[src/rtl/imm_gen_stage_pkg.sv]
// Shared definitions for the immediate-generation stage: format codes,
// RV opcode constants and the sign-extension helper.
package imm_gen_stage_pkg;

    typedef enum logic [2:0] {
        FMT_NULL = 3'd0,
        FMT_I    = 3'd1,
        FMT_U    = 3'd2,
        FMT_J    = 3'd3,
        FMT_S    = 3'd4,
        FMT_B    = 3'd5,
        FMT_Z    = 3'd6
    } imm_fmt_e;

    localparam logic [6:0] OP_LUI     = 7'b0110111;
    localparam logic [6:0] OP_AUIPC   = 7'b0010111;
    localparam logic [6:0] OP_JAL     = 7'b1101111;
    localparam logic [6:0] OP_JALR    = 7'b1100111;
    localparam logic [6:0] OP_LOAD    = 7'b0000011;
    localparam logic [6:0] OP_OPIMM   = 7'b0010011;
    localparam logic [6:0] OP_OPIMM32 = 7'b0011011;
    localparam logic [6:0] OP_STORE   = 7'b0100011;
    localparam logic [6:0] OP_BRANCH  = 7'b1100011;
    localparam logic [6:0] OP_SYSTEM  = 7'b1110011;

    // Immediates are assembled at 32 bits; callers truncate to their XLEN.
    function automatic logic [63:0] sext_to64(input logic [31:0] v);
        return {{32{v[31]}}, v};
    endfunction

endpackage

[src/rtl/imm_gen_stage_imm_decode.sv]
// Combinational immediate decoder: opcode selects the format, the
// immediate is assembled and extended to XLEN.
module imm_decode
    import imm_gen_stage_pkg::*;
#(
    parameter int XLEN    = 32,
    parameter bit EN_ZIMM = 1'b1
) (
    input  logic [31:0]     inst,
    output logic [2:0]      itype,
    output logic [XLEN-1:0] imm
);

    imm_fmt_e    fmt;
    logic [31:0] imm32;

    always_comb begin
        fmt   = FMT_NULL;
        imm32 = '0;
        case (inst[6:0])
            OP_LUI, OP_AUIPC: begin
                fmt   = FMT_U;
                imm32 = {inst[31:12], 12'b0};
            end
            OP_JAL: begin
                fmt   = FMT_J;
                imm32 = {{12{inst[31]}}, inst[19:12], inst[20], inst[30:21], 1'b0};
            end
            OP_JALR, OP_LOAD, OP_OPIMM: begin
                fmt   = FMT_I;
                imm32 = {{20{inst[31]}}, inst[31:20]};
            end
            OP_OPIMM32: begin
                // The W-form immediates only exist on RV64.
                if (XLEN == 64) begin
                    fmt   = FMT_I;
                    imm32 = {{20{inst[31]}}, inst[31:20]};
                end
            end
            OP_STORE: begin
                fmt   = FMT_S;
                imm32 = {{20{inst[31]}}, inst[31:25], inst[11:7]};
            end
            OP_BRANCH: begin
                fmt   = FMT_B;
                imm32 = {{20{inst[31]}}, inst[7], inst[30:25], inst[11:8], 1'b0};
            end
            OP_SYSTEM: begin
                if (EN_ZIMM && inst[14]) begin
                    fmt   = FMT_Z;
                    imm32 = {27'b0, inst[19:15]};
                end
            end
            default: ;
        endcase
    end

    always_comb begin
        itype = fmt;
        imm   = XLEN'(sext_to64(imm32));
    end

endmodule

[src/rtl/imm_gen_stage.sv]
// Registered immediate-generation stage with a one-entry skid buffer;
// decodes on the input side and precomputes pc + imm.
module imm_gen_stage
    import imm_gen_stage_pkg::*;
#(
    parameter int XLEN    = 32,
    parameter bit EN_ZIMM = 1'b1
) (
    input  logic            clk,
    input  logic            rst,
    input  logic            flush,
    input  logic            in_valid,
    output logic            in_ready,
    input  logic [31:0]     in_inst,
    input  logic [XLEN-1:0] in_pc,
    output logic            out_valid,
    input  logic            out_ready,
    output logic [2:0]      out_itype,
    output logic [XLEN-1:0] out_imm,
    output logic [XLEN-1:0] out_pc,
    output logic [XLEN-1:0] out_target,
    output logic [31:0]     out_inst
);

    logic [2:0]      dec_itype;
    logic [XLEN-1:0] dec_imm;
    logic [XLEN-1:0] dec_target;

    imm_decode #(.XLEN(XLEN), .EN_ZIMM(EN_ZIMM)) u_imm_decode (
        .inst  (in_inst),
        .itype (dec_itype),
        .imm   (dec_imm)
    );

    assign dec_target = in_pc + dec_imm;

    logic            out_valid_q,  out_valid_d;
    logic [2:0]      out_itype_q,  out_itype_d;
    logic [XLEN-1:0] out_imm_q,    out_imm_d;
    logic [XLEN-1:0] out_pc_q,     out_pc_d;
    logic [XLEN-1:0] out_target_q, out_target_d;
    logic [31:0]     out_inst_q,   out_inst_d;

    logic            skid_valid_q,  skid_valid_d;
    logic [2:0]      skid_itype_q,  skid_itype_d;
    logic [XLEN-1:0] skid_imm_q,    skid_imm_d;
    logic [XLEN-1:0] skid_pc_q,     skid_pc_d;
    logic [XLEN-1:0] skid_target_q, skid_target_d;
    logic [31:0]     skid_inst_q,   skid_inst_d;

    logic accept;
    logic emit;
    logic out_free;

    assign in_ready = rst & ~skid_valid_q;
    assign accept   = in_valid & in_ready;
    assign emit     = out_valid_q & out_ready;
    assign out_free = ~out_valid_q | emit;

    always_comb begin
        out_valid_d   = out_valid_q;
        out_itype_d   = out_itype_q;
        out_imm_d     = out_imm_q;
        out_pc_d      = out_pc_q;
        out_target_d  = out_target_q;
        out_inst_d    = out_inst_q;
        skid_valid_d  = skid_valid_q;
        skid_itype_d  = skid_itype_q;
        skid_imm_d    = skid_imm_q;
        skid_pc_d     = skid_pc_q;
        skid_target_d = skid_target_q;
        skid_inst_d   = skid_inst_q;

        if (flush) begin
            out_valid_d  = 1'b0;
            skid_valid_d = 1'b0;
        end else if (out_free) begin
            // A full skid blocks in_ready, so skid refill and accept never collide.
            if (skid_valid_q) begin
                out_valid_d  = 1'b1;
                out_itype_d  = skid_itype_q;
                out_imm_d    = skid_imm_q;
                out_pc_d     = skid_pc_q;
                out_target_d = skid_target_q;
                out_inst_d   = skid_inst_q;
                skid_valid_d = 1'b0;
            end else if (accept) begin
                out_valid_d  = 1'b1;
                out_itype_d  = dec_itype;
                out_imm_d    = dec_imm;
                out_pc_d     = in_pc;
                out_target_d = dec_target;
                out_inst_d   = in_inst;
            end else begin
                out_valid_d  = 1'b0;
            end
        end else if (accept) begin
            skid_valid_d  = 1'b1;
            skid_itype_d  = dec_itype;
            skid_imm_d    = dec_imm;
            skid_pc_d     = in_pc;
            skid_target_d = dec_target;
            skid_inst_d   = in_inst;
        end
    end

    always_ff @(posedge clk) begin
        if (!rst) begin
            out_valid_q   <= 1'b0;
            out_itype_q   <= FMT_NULL;
            out_imm_q     <= '0;
            out_pc_q      <= '0;
            out_target_q  <= '0;
            out_inst_q    <= '0;
            skid_valid_q  <= 1'b0;
            skid_itype_q  <= FMT_NULL;
            skid_imm_q    <= '0;
            skid_pc_q     <= '0;
            skid_target_q <= '0;
            skid_inst_q   <= '0;
        end else begin
            out_valid_q   <= out_valid_d;
            out_itype_q   <= out_itype_d;
            out_imm_q     <= out_imm_d;
            out_pc_q      <= out_pc_d;
            out_target_q  <= out_target_d;
            out_inst_q    <= out_inst_d;
            skid_valid_q  <= skid_valid_d;
            skid_itype_q  <= skid_itype_d;
            skid_imm_q    <= skid_imm_d;
            skid_pc_q     <= skid_pc_d;
            skid_target_q <= skid_target_d;
            skid_inst_q   <= skid_inst_d;
        end
    end

    assign out_valid  = out_valid_q;
    assign out_itype  = out_itype_q;
    assign out_imm    = out_imm_q;
    assign out_pc     = out_pc_q;
    assign out_target = out_target_q;
    assign out_inst   = out_inst_q;

endmodule
[config.mk]
export PLATFORM = sky130hd
export DESIGN_NAME = imm_gen_stage
export DESIGN_NICKNAME = d
export VERILOG_FILES = /design/src/rtl/imm_gen_stage_pkg.sv /design/src/rtl/imm_gen_stage_imm_decode.sv /design/src/rtl/imm_gen_stage.sv
export SDC_FILE = /design/constraint.sdc
export NUM_CORES = 1
export LEC_CHECK = 0
export ABC_CLOCK_PERIOD_IN_PS = 3400
export BUFFER_PORTS_ARGS = -buffer_cell sky130_fd_sc_hd__buf_2
export CORE_UTILIZATION = 52
export CTS_CLUSTER_SIZE = 40
export DETAILED_ROUTE_END_ITERATION = 16
export MAX_ROUTING_LAYER = met4
export PLACE_DENSITY = 0.88
export SETUP_SLACK_MARGIN = 0.2
export SYNTH_ARGS = -nofsm -noshare
export SYNTH_HDL_FRONTEND = slang
export SYNTH_SLANG_ARGS = --single-unit
[constraint.sdc]
create_clock -name clk -period 3.4 [get_ports clk]
set_clock_uncertainty 0.15 [all_clocks]
set_input_delay 0 -clock clk [delete_from_list [all_inputs] [get_ports clk]]
set_output_delay 0 -clock clk [all_outputs]
set_load 0.03 [all_outputs]
==> impl_metrics.py <==
metrics = {
    "critical_path": {
        "worstSetupPathDepth": 18,
        "critPathCaptureType": "flip-flop",
        "cp-startpoint": "in_inst[6]",
        "crit_family": "compound AO/OA/AOI/OAI gates",
        "start_kind": "primary input",
        "cp.arrival_ps": 3450,
        "critPathRequiredTime_ps": 3650,
        "path_buf_inv": 5,
        "ff2ff_path_depth": 7,
        "crit_top_cell": "buf_4",
        "crit_end": "skid_target_q[28]$_SDFFE_PN0P_",
        "critPathMaxFanout": 7,
        "worst_path_largest_cell_delay_ps": 380,
        "r2r_start": "skid_valid_q$_SDFFE_PP0P_",
        "r2r_end": "skid_inst_q[30]$_SDFFE_PN0P_",
        "critPathKind": "in -> reg",
        "crit_chain": "buf_6, and3b_2, nand2_4, a21boi_4, or2_4, buf_4, a222oi_1, inv_1, ha_1, buf_4, o2111ai_4, a311oi_2, nor3_2, buf_4, o31ai_4, a221oi_2, xor2_1, o21ai_1",
        "crit_path_top_delay_cell": "a311oi_2",
        "reg2reg_slack_ps": 480,
    },
    "power": {
        "power_density_nw_per_um2": 420,
        "leakagePower_nw": 8.49,
        "ir_worst_vdd_mv": 0.467,
        "total_power_mw": 7.18,
    },
    "clock_network": {
        "ctsLongestPathBuffers": 3,
        "clk_latency_ps": 540,
        "cts_tree": "yes",
        "cts_buffers": 28,
        "cts_max_level": 1,
        "clk_pin_slew_ps": 60,
        "clock-root-buffer": "clkbuf_16",
        "cts_sinks": 264,
    },
    "logic_synthesis": {
        "syn_inst": 1559,
        "synth_nets": 1660,
        "synth_fa_ha_area_frac": 0.0312,
        "synthSimpleGateAreaFrac": 0.168,
        "synth_flop_cell": "dfxtp_1",
        "avgSynthCellArea_um2": 8.40,
        "netlist_area_um2": 13100,
        "synth_top_family_by_area": "compound AO/OA/AOI/OAI gates",
        "synth_cell_types": 74,
        "synth_seq_cells": 264,
        "synth_xor_area_frac": 0.0193,
        "ys_seq_area_frac": 0.404,
        "synth_edf_count": 0,
        "async_flop_share": 0,
        "synth_compound_area_frac": 0.269,
        "yosys_warnings": 0,
        "synth_mux_area_frac": 0.0566,
    },
    "cells_and_area": {
        "areaGrowthSynthToFinish_pct": 30.4,
        "utilization": 0.696,
        "layout_commonest_cell": "nand2_1",
        "final_nets": 1993,
        "layout-drive-gt1-share": 0.220,
        "layout_common_cells": "390 x nand2_1, 263 x dfxtp_1, 198 x buf_2, 119 x buf_4, 115 x o211a_1",
        "antenna_cells": 0,
    },
    "timing": {
        "hold_viol_final": 0,
        "relSlewSlack": 0.372,
        "setup_violations": 0,
        "fin_crit_sh": 0.940,
        "final_max_slew_viol_count": 0,
        "post-route-min-period_ps": 3200,
        "timing.hold.ws_ps": 25.2,
        "worst_slack_ps": 205,
        "final.setup.tns_ps": 0,
        "worst_slew_pin_slew_ps": 942,
        "rsz0062_at_grt": "true",
        "max_freq_ghz": 0.313,
    },
    "drt": {
        "ant_nets": 0,
        "drc": 0,
        "avgRoutedWirePerCell_um": 18.9,
        "first_pass_iters": 8,
        "routed_wirelength_mm": 42.2,
        "vias_per_cell": 5.86,
        "num_vias": 13100,
        "drtIter0Drc": 1266,
    },
    "die": {
        "die-height_um": 161,
        "ios": 202,
        "num_rows": 57,
        "fp.dieArea_um2": 25800,
        "start_util": 0.534,
        "coreArea_um2": 24500,
        "die_w_um": 161,
    },
    "placed_design": {
        "place_congestion": 0.969,
        "hpwl_mm": 26.5,
        "io_buffer_count": 201,
        "pre_cts_slack_ps": -146,
    },
    "global_route": {
        "grt_usage": 0.316,
        "grt_pass1_vias": 12300,
        "grt_pass1_wl_mm": 64.1,
        "grt_max_degree": 116,
        "overflow": 0,
        "antenna_found_initial": 0,
    },
    "hold_path": {
        "hold_class": "in -> reg",
    },
    "run_status": {
        "status": "finished clean",
    },
    "job": {
        "maxCapViolations": 0,
    },
}
[worst min path at each step]
stage / start / end / cells past startpoint
4_1_cts: in_inst[7] / skid_imm_q[0]$_SDFFE_PN0P_ / 6
5_1_grt: in_inst[7] / skid_imm_q[0]$_SDFFE_PN0P_ / 6
6_report: in_inst[7] / skid_imm_q[0]$_SDFFE_PN0P_ / 6
2_1_floorplan: flush / out_valid$_SDFFE_PP0P_ / 1
3_5_place_dp: flush / out_valid$_SDFFE_PP0P_ / 2
3_3_place_gp: flush / out_valid$_SDFFE_PP0P_ / 2
[cell usage after synthesis (all sizes together) (8+ instances only)]
cell type	number	area, µm²
nand2	392	1470
dfxtp	264	5290
o211a	115	1150
a21boi	102	766
clkbuf	96	360
o21ai	84	424
a21oi	79	422
mux2i	74	741
inv	48	180
ha	31	388
nor2	28	108
buf	27	136
o211ai	26	195
nand3	25	125
and2	19	119
xnor2	16	140
nor2b	14	87.6
xor2	12	113
a21o	11	82.6
a31oi	11	83.8
nor3	8	45.0
[routing by layer]
layer,routed length [µm],global-route usage
met2,20600,0.542
met5,0,-
met4,1690,0.110
met3,2930,0.0421
met1,16900,0.380
[through the flow]
| stage | std cells | instance area, µm² |
|---|---|---|
| after floorplan | 1559 | 13100 |
| after global placement | 2075 | 15000 |
| after detailed placement | 2075 | 15000 |
| after CTS | 2225 | 16900 |
| after global routing | 2236 | 17100 |
| final | 2236 | 17100 |
[report_power, final]
group / internal [mW] / switching [mW]
Clock: 1.74 / 1.29
Sequential: 3.17 / 0.0438
Combinational: 0.371 / 0.562
Total: 5.28 / 1.89
[flip-flops by register name, indices dropped and copies added, names as in the netlist]
signal / cells
skid_pc_q: 32
out_target: 32
out_valid: 1
skid_inst_q: 32
out_itype: 3
skid_imm_q: 32
skid_itype_q: 3
out_pc: 32
out_imm: 32
out_inst: 32
skid_target_q: 32
skid_valid_q: 1
[tightest hold or removal path, delay by kind of cell]
| family | cells | cell delay (ps) |
|---|---|---|
| buffers and inverters | 2 | 250 |
| and+or+nand+nor | 2 | 230 |
| AOI/OAI and AO/OA | 2 | 200 |
[layout make-up]
class                           count  area (µm²)
Inverter                           50         189
Fill cell                        1797        7460
Sequential cell                   264        5290
Clock inverter                     11        92.6
Multi-Input combinational cell   1122        7270
Tap cell                          324         405
Timing Repair Buffer              426        3020
Clock buffer                       39         813
[what timing repair did]
action / 4_1_cts / 5_1_grt
hold buffers: 100 / 0
buffers inserted: 0 / 11
resized for setup: 0 / 28
setup endpoints to repair: 0 / 48
hold endpoints to repair: 200 / 0
[kinds of logic after synthesis]
kind of cell	after synthesis
xor+xnor	28
mux	74
compound gates	468
buf+inv	173
fa+ha+maj	32
simple gates	520
flops	264
No activity file was read; power rests on OpenSTA's default activity.
